**config.mk**
```make
export PLATFORM = sky130hd
export DESIGN_NAME = ysyx_22040365_wb_arbiter
export DESIGN_NICKNAME = d
export VERILOG_FILES = /design/src/rtl/ysyx_22040365_wb_arbiter.sv
export SDC_FILE = /design/constraint.sdc
export NUM_CORES = 1
export LEC_CHECK = 0
export BUFFER_PORTS_ARGS = -buffer_cell sky130_fd_sc_hd__buf_2
export CORE_MARGIN = 1.5
export CORE_UTILIZATION = 43
export CTS_CLUSTER_DIAMETER = 80
export DETAILED_ROUTE_END_ITERATION = 8
export HOLD_SLACK_MARGIN = 0.05
export PLACE_DENSITY = 0.77
export SETUP_SLACK_MARGIN = 0.15
export SLEW_MARGIN = 30
export SYNTH_ARGS = -nofsm -noshare
export SYNTH_HDL_FRONTEND = slang
export SYNTH_SLANG_ARGS = --single-unit
```
**constraint.sdc**
```tcl
create_clock -name clk -period 2.7 [get_ports clk]
set_input_delay 0.54 -clock clk [delete_from_list [all_inputs] [get_ports clk]]
set_output_delay 0.54 -clock clk [all_outputs]
set_load 0.02 [all_outputs]
```
**src/rtl/ysyx_22040365_wb_arbiter.sv**
```systemverilog
// ysyx_22040365_wb_arbiter
// Writeback controller for the single-write-port register file.
// NUM_REQ sources compete for the write port. A round-robin arbiter picks
// one source per cycle. The chosen write goes out on registered
// rf_wen/rf_waddr/rf_wdata. A per-register busy scoreboard lets the issue
// stage stall on RAW and WAW hazards against writes that are still pending.
//
// Ports
//   clk, rst_n                      clock and async active-low reset
//   req_valid/req_ready             per-requester handshake (ready is combinational, one-hot or zero)
//   req_waddr/req_wdata             packed per-requester dest address / data
//   rf_wen/rf_waddr/rf_wdata        registered regfile write port
//   iss_valid/iss_rd_en/iss_rd      issuing instruction and its destination
//   rs1_addr/rs2_addr               sources to check
//   rs1_busy/rs2_busy               busy state of the sources
//   iss_ready                       low on a WAW hazard with a pending write
module ysyx_22040365_wb_arbiter #(
   parameter int NUM_REQ    = 3,
   parameter int ADDR_WIDTH = 5,
   parameter int DATA_WIDTH = 64
) (
   input  logic                           clk,
   input  logic                           rst_n,
   input  logic [NUM_REQ-1:0]             req_valid,
   output logic [NUM_REQ-1:0]             req_ready,
   input  logic [NUM_REQ*ADDR_WIDTH-1:0]  req_waddr,
   input  logic [NUM_REQ*DATA_WIDTH-1:0]  req_wdata,
   output logic                           rf_wen,
   output logic [ADDR_WIDTH-1:0]          rf_waddr,
   output logic [DATA_WIDTH-1:0]          rf_wdata,
   input  logic                           iss_valid,
   input  logic                           iss_rd_en,
   input  logic [ADDR_WIDTH-1:0]          iss_rd,
   input  logic [ADDR_WIDTH-1:0]          rs1_addr,
   input  logic [ADDR_WIDTH-1:0]          rs2_addr,
   output logic                           rs1_busy,
   output logic                           rs2_busy,
   output logic                           iss_ready
);

   localparam int NREG = 2**ADDR_WIDTH;
   localparam int PW   = (NUM_REQ > 1) ? $clog2(NUM_REQ) : 1;

   logic [PW-1:0]         rr_ptr;
   logic [PW-1:0]         gnt_idx;
   logic                  xfer;
   logic [ADDR_WIDTH-1:0] gnt_addr;
   logic [DATA_WIDTH-1:0] gnt_data;
   logic [NREG-1:0]       busy;
   logic [NREG-1:0]       busy_nxt;
   logic                  iss_set;

   // Round-robin: scan from rr_ptr and take the first valid requester.
   always_comb begin
      int idx;
      logic found;
      req_ready = '0;
      gnt_idx   = '0;
      found     = 1'b0;
      idx       = 0;
      for (int k = 0; k < NUM_REQ; k++) begin
         idx = (int'(rr_ptr) + k) % NUM_REQ;
         if (!found && req_valid[idx]) begin
            found          = 1'b1;
            req_ready[idx] = 1'b1;
            gnt_idx        = PW'(idx);
         end
      end
   end

   // Some requester is always granted when any is valid.
   assign xfer     = |req_valid;
   assign gnt_addr = req_waddr[gnt_idx*ADDR_WIDTH +: ADDR_WIDTH];
   assign gnt_data = req_wdata[gnt_idx*DATA_WIDTH +: DATA_WIDTH];

   always_ff @(posedge clk or negedge rst_n) begin
      if (!rst_n) begin
         rr_ptr <= '0;
      end else if (xfer) begin
         rr_ptr <= (int'(gnt_idx) == NUM_REQ-1) ? '0 : gnt_idx + 1'b1;
      end
   end

   // Writes to x0 complete the handshake but never reach the regfile.
   // Address and data hold their values while no write is in flight.
   always_ff @(posedge clk or negedge rst_n) begin
      if (!rst_n) begin
         rf_wen   <= 1'b0;
         rf_waddr <= '0;
         rf_wdata <= '0;
      end else begin
         rf_wen <= xfer && (gnt_addr != '0);
         if (xfer && (gnt_addr != '0)) begin
            rf_waddr <= gnt_addr;
            rf_wdata <= gnt_data;
         end
      end
   end

   // Scoreboard
   assign iss_ready = !(iss_rd_en && busy[iss_rd]);
   assign iss_set   = iss_valid && iss_rd_en && iss_ready && (iss_rd != '0);
   assign rs1_busy  = busy[rs1_addr];
   assign rs2_busy  = busy[rs2_addr];

   // The clear is applied first, so a set to the same register wins.
   always_comb begin
      busy_nxt = busy;
      if (rf_wen)  busy_nxt[rf_waddr] = 1'b0;
      if (iss_set) busy_nxt[iss_rd]   = 1'b1;
      busy_nxt[0] = 1'b0;
   end

   always_ff @(posedge clk or negedge rst_n) begin
      if (!rst_n) busy <= '0;
      else        busy <= busy_nxt;
   end

endmodule

```
---- Yosys cells after proc, flatten, opt, wreduce, memory -nomap -nowiden ----
Cells that the tools add are included.
operators by class
  multiplexer cells ....................... 36
  add/sub/neg operators ................... 3
  divide/modulo/power cells ............... 3
  $mul .................................... 1
  shift operators ......................... 2
  reduce and logical (&&, ||, !) cells .... 18
  equal/unequal tests ..................... 1
  $lt $le $gt $ge ......................... 12
  bitwise gates (word level) .............. 5
operators with widths
  operator               number
  $shiftx 192x9->64      1
  $ge 32x1->1 const B    3
  $lt 32x4->1 const B    3
  $mod 32x3->32 const B  2
  $mux 32                2
  $and 32x32->32         1
  $mod 3x3->32 const B   1
  $not 32->32            1
  $or 32x32->32          1
  $lt 5x6->1 const B     4
  $mux 1                 16
  $bmux 1 s5             3
  $shiftx 15x6->5        1
  $logic_and 1x1->1      12
  $demux 1 s5            2
  $ge 5x1->1 const B     2
  $reduce_bool 5->1      2
  $mux 3                 3
  $mux 2                 4
  $bmux 1 s2             3
  $demux 1 s2            3
  $or 3x3->3             2
  $mul 2x3->5 const B    1
  $add 2x1->3 const B    1
  5 further kinds        7
storage, ports and cells
  bits of input ports ..................... 229
  bits in writable memories ............... 0
  bits in latches ......................... 0
  bits in read-only memories .............. 0
  output and inout port bits .............. 76
  logic and storage cells ................. 86
  memories kept ........................... 0
  register bits ........................... 103

---- Depth between registers and ports, before layout ----
  depth in word-level cells ............... 15
  mapped depth ............................ 13
  gate-level depth less buffers ........... 9

---- Worst setup path before layout ----
No wires, ideal clock.
  path kind ............................... flip-flop to flip-flop
  start ................................... register rr_ptr[0]
  end ..................................... register rf_wdata[0]
  required time ........................... 2.575 ns
  library setup time ...................... 0.125 ns
  data arrival time ....................... 2.718 ns
  stages on the path, launching flop included .. 14
  setup slack ............................. -0.143 ns
  path buffers ............................ 4
  period minus slack after synthesis ...... 2.843 ns
  cells stage by stage .................... dfrtp_1 inv_1 ha_1 buf_2 nor2b_1 o2111ai_1 o211ai_1 buf_2 nor4_2 a221oi_2 o31ai_4 buf_6 buf_6 mux2_4
between the ends
  word-level cells in the longest chain between the ends .. 15
  elaborated cells on any way between the ends .. 28
  classes of those cells .................. 2 x add/sub; 1 x mul; 3 x div; 2 x shift; 14 x mux; 6 x reduce/logical
RTL lines
  item                                                                    line  source
  from (decl)                                                             44    logic [PW-1:0] rr_ptr;
  from (signal assigned)                                                  80    rr_ptr <= (int'(gnt_idx) == NUM_REQ-1) ? '0 : gnt_idx + 1'b1;
  parallel branches: the longest is 10 deep, another holds $mod 32x3->32  --
  $mux 2 (*)                                                              63    if (!found && req_valid[idx]) begin
  $mul 2x3->5                                                             73    assign gnt_addr = req_waddr[gnt_idx*ADDR_WIDTH +: ADDR_WIDTH];
  $shiftx 15x6->5                                                         73
  $reduce_bool 5->1                                                       93    if (xfer && (gnt_addr != '0)) begin
  $logic_and 1x1->1                                                       93
  to (signal assigned)                                                    95    rf_wdata <= gnt_data;
  to (decl)                                                               30    output logic [DATA_WIDTH-1:0] rf_wdata,
Mark *: on every way between the ends. The select of a mux whose other input is x is not followed.
A chain may end at the register's enable or synchronous reset.

---- Final worst setup path ----
  start ................................... register rr_ptr[0]
  end ..................................... register rf_wdata[26]
Same word-level chain as after synthesis.

==> metrics.yaml <==
status: "complete, but fails checks"
violations: "negative setup slack"
critPathCaptureType: "flip-flop"
fin_ws_ns: -0.365
placed_area_mm2: 0.00903
met2_usage_pct: 47.5
fin_skew_ns: 0.00896
clock_sinks: 103
cp-start-kind: "flip-flop"
ant_nets: 0
grt_max_degree: 117
design_area_mm2: 0.00976
syn_inst: 628
yosys_warnings: 0
cts_tree: "built"
syn_to_final_growth_pct: 44.7
hold_viol: 0
max_slew_margin_pct: 64.5
p_sw_share_pct: 41.8
power_density_mw_per_mm2: 1200
reg2reg_to: "rf_wdata[26]"
port_buffers: 304
critPathKind: "reg2reg"
die_w_um: 128
synth_edf_count: 0
cts-root-buf: "clkbuf_16"
pwr-share-comb_pct: 63.7
layout_commonest_cell: "buf_2"
start_util_pct: 44.2
min_period_ns: 3.07
finalNetCount: 1225
fin_util_pct: 64.0
crit_fanout: 7
syn_area_mm2: 0.00675
setup_violations: 72
finalCritPeriodShare_pct: 114
seqPwrFrac_pct: 25.5
drtPass1Iterations: 5
finalSetupTns_ns: -23.54
ys_ff_latch: 103
grt_setup_unrepaired: "yes"
die_h_um: 128
drt-total-wl_um: 22900
leakagePower_nw: 4.83
path_clk_slew_ns: 0.07
cts.path.max_buffers: 2
drt_iter0_drc: 449
worst-r2r-cell-count: 13
r2r_start: "rr_ptr[0]"
antenna_found_initial: 1
critPathRequiredTime_ns: 2.92
synth-async-reset-ratio_pct: 100
p_sw_mw: 4.90
numCtsBuffers: 9
gr-max-usage-layer: "met2"
ir_drop_mv: 0.564
grt_pass1_vias: 6221
synth_area_per_cell_um2: 10.7
vias_per_cell: 5.40
die_area_mm2: 0.0165
overflow: 0
multi_input_area_mm2: 0.00410
pwr-share-clk_pct: 10.8
max-cap-violations: 0
avgRoutedWirePerCell_um: 19.0
power_mw: 11.7
rows: 45
use_met1_pct: 30.5
drv_slew: 0
hpwlAfterDp_um: 17700
post-route-drc-count: 0
drive_gt1_share_pct: 54.3
core_area_mm2: 0.0153
fillCellCount: 1241
htreeDepth: 3
ys_types: 45
gp_congestion: 0.922
yosysSeqAreaShare_pct: 38.2
grt_use_total_pct: 26.4
final_cell_mix: "buf_2, dfrtp_1, o21ai_0"
rrSetupSlack_ns: -0.37
place_ws_ns: -0.249
ys.flop_type: "dfrtp_1"
dr_total_vias: 6532
ios: 305
hp-class: "in2async"
syn_nets: 861
seq_area_mm2: 0.00258
fmax_mhz: 326
p_int_mw: 6.82
worst_slew_pin_slew_ns: 0.532
use_met3_pct: 4.76
insertion_delay_ns: 0.34
grt_pass1_wl_um: 32900
cp.arrival_ns: 3.29
-- flip-flops by register name (all words and copies together) (netlist names) --
name      count
rr_ptr        2
rf_wen        1
rf_waddr      5
rf_wdata     64
busy         31
-- cell type report --
type,instances,area share (%)
well taps,211,2.70
clock buffers,12,2.63
repair buffers,400,25.7
clock inverters,4,0.308
multi-input cells,470,42.0
diodes,1,0.0256
inverters,8,0.308
flip-flops and latches,103,26.4
-- what timing repair did --
action / CTS / global route
hold endpoints to repair: 0 / 0
pin swaps: 0 / 7
setup endpoints to repair: 76 / 76
cloned: 0 / 3
hold buffers: 0 / 0
resized for setup: 14 / 43
buffers inserted: 4 / 14
-- worst max-delay path by stage --
stage,start,endpoint,cells after the start
detailed placement,rr_ptr[1],rf_wdata[32],11
global placement,rr_ptr[1],rf_wdata[31],11
floorplan,rr_ptr[1],rf_wdata[0],13
finish,rr_ptr[0],rf_wdata[26],13
CTS,rr_ptr[0],rf_wdata[32],12
global route,rr_ptr[1],rf_wdata[11],13
-- kinds of logic (layout without fill, tap and decap cells) --
group	count (synthesis)	after routing	share of synthesized area [%]
buffers and inverters	55	424	4.17
other	0	1	0
adder cells (fa/ha/maj)	4	4	0.742
AO/OA/AOI/OAI	166	166	14.1
multiplexers	169	169	33.9
AND/OR/NAND/NOR	131	131	8.92
flip-flops	103	103	38.2
-- power groups by stage --
stage,Clock (mW),Combinational (mW),Sequential [mW]
finish,1.27,7.47,2.99
global route,1.36,7.94,3.08
CTS,1.30,6.94,2.97
detailed placement,0,6.76,2.99
global placement,0,6.60,2.96
floorplan,0,3.93,3.44
-- worst max-delay path, stage by stage (launching register included) --
cell      delay [ns]
dfrtp_1         0.41
ha_2            0.23
buf_4           0.14
mux2i_1         0.14
o21ai_2         0.26
mux2i_4         0.40
buf_6           0.19
nor4_4          0.05
a221oi_4        0.26
o31ai_4         0.12
buf_4           0.15
buf_12          0.15
buf_4           0.14
mux2_1          0.31
-- routing by layer --
| layer | wire [um] | up-vias | part of all wire [%] |
|---|---|---|---|
| li1 | - | 3036 | - |
| met1 | 8690 | 3135 | 38 |
| met2 | 12000 | 314 | 52 |
| met3 | 1300 | 47 | 5.7 |
| met4 | 977 | 0 | 4.3 |
| met5 | 0 | - | 0 |
-- cells in the mapped netlist (2+ instances only) --
master | instances | area share, %
dfrtp_1 | 103 | 38
o21ai_0 | 102 | 7.6
nand2_1 | 83 | 4.6
mux2i_1 | 71 | 11
mux2_4 | 50 | 11
o21ai_1 | 36 | 2.7
mux4_2 | 25 | 8.3
clkbuf_1 | 24 | 1.3
mux2_1 | 15 | 2.5
buf_2 | 12 | 0.89
nand3b_1 | 11 | 1.2
nor2_1 | 11 | 0.61
buf_6 | 8 | 1.3
mux2_2 | 7 | 1.2
nand3_1 | 7 | 0.52
inv_1 | 6 | 0.33
a22o_1 | 5 | 0.65
nor3_1 | 5 | 0.37
ha_1 | 4 | 0.74
o31ai_1 | 4 | 0.45
or3b_2 | 4 | 0.52
a21oi_1 | 3 | 0.22
a221oi_2 | 3 | 0.67
buf_1 | 3 | 0.17
or3_1 | 3 | 0.28
nor2b_1 | 2 | 0.19
o22a_1 | 2 | 0.26
o22ai_1 | 2 | 0.19
-- per-stage QoR --
step           hold WS, ns  cells
2_1_floorplan        0.244    628
3_3_place_gp         0.469   1171
3_5_place_dp         0.480   1171
4_1_cts              0.177   1191
5_1_grt              0.194   1209
6_report             0.165   1209
No activity file was read; power rests on OpenSTA's default activity.
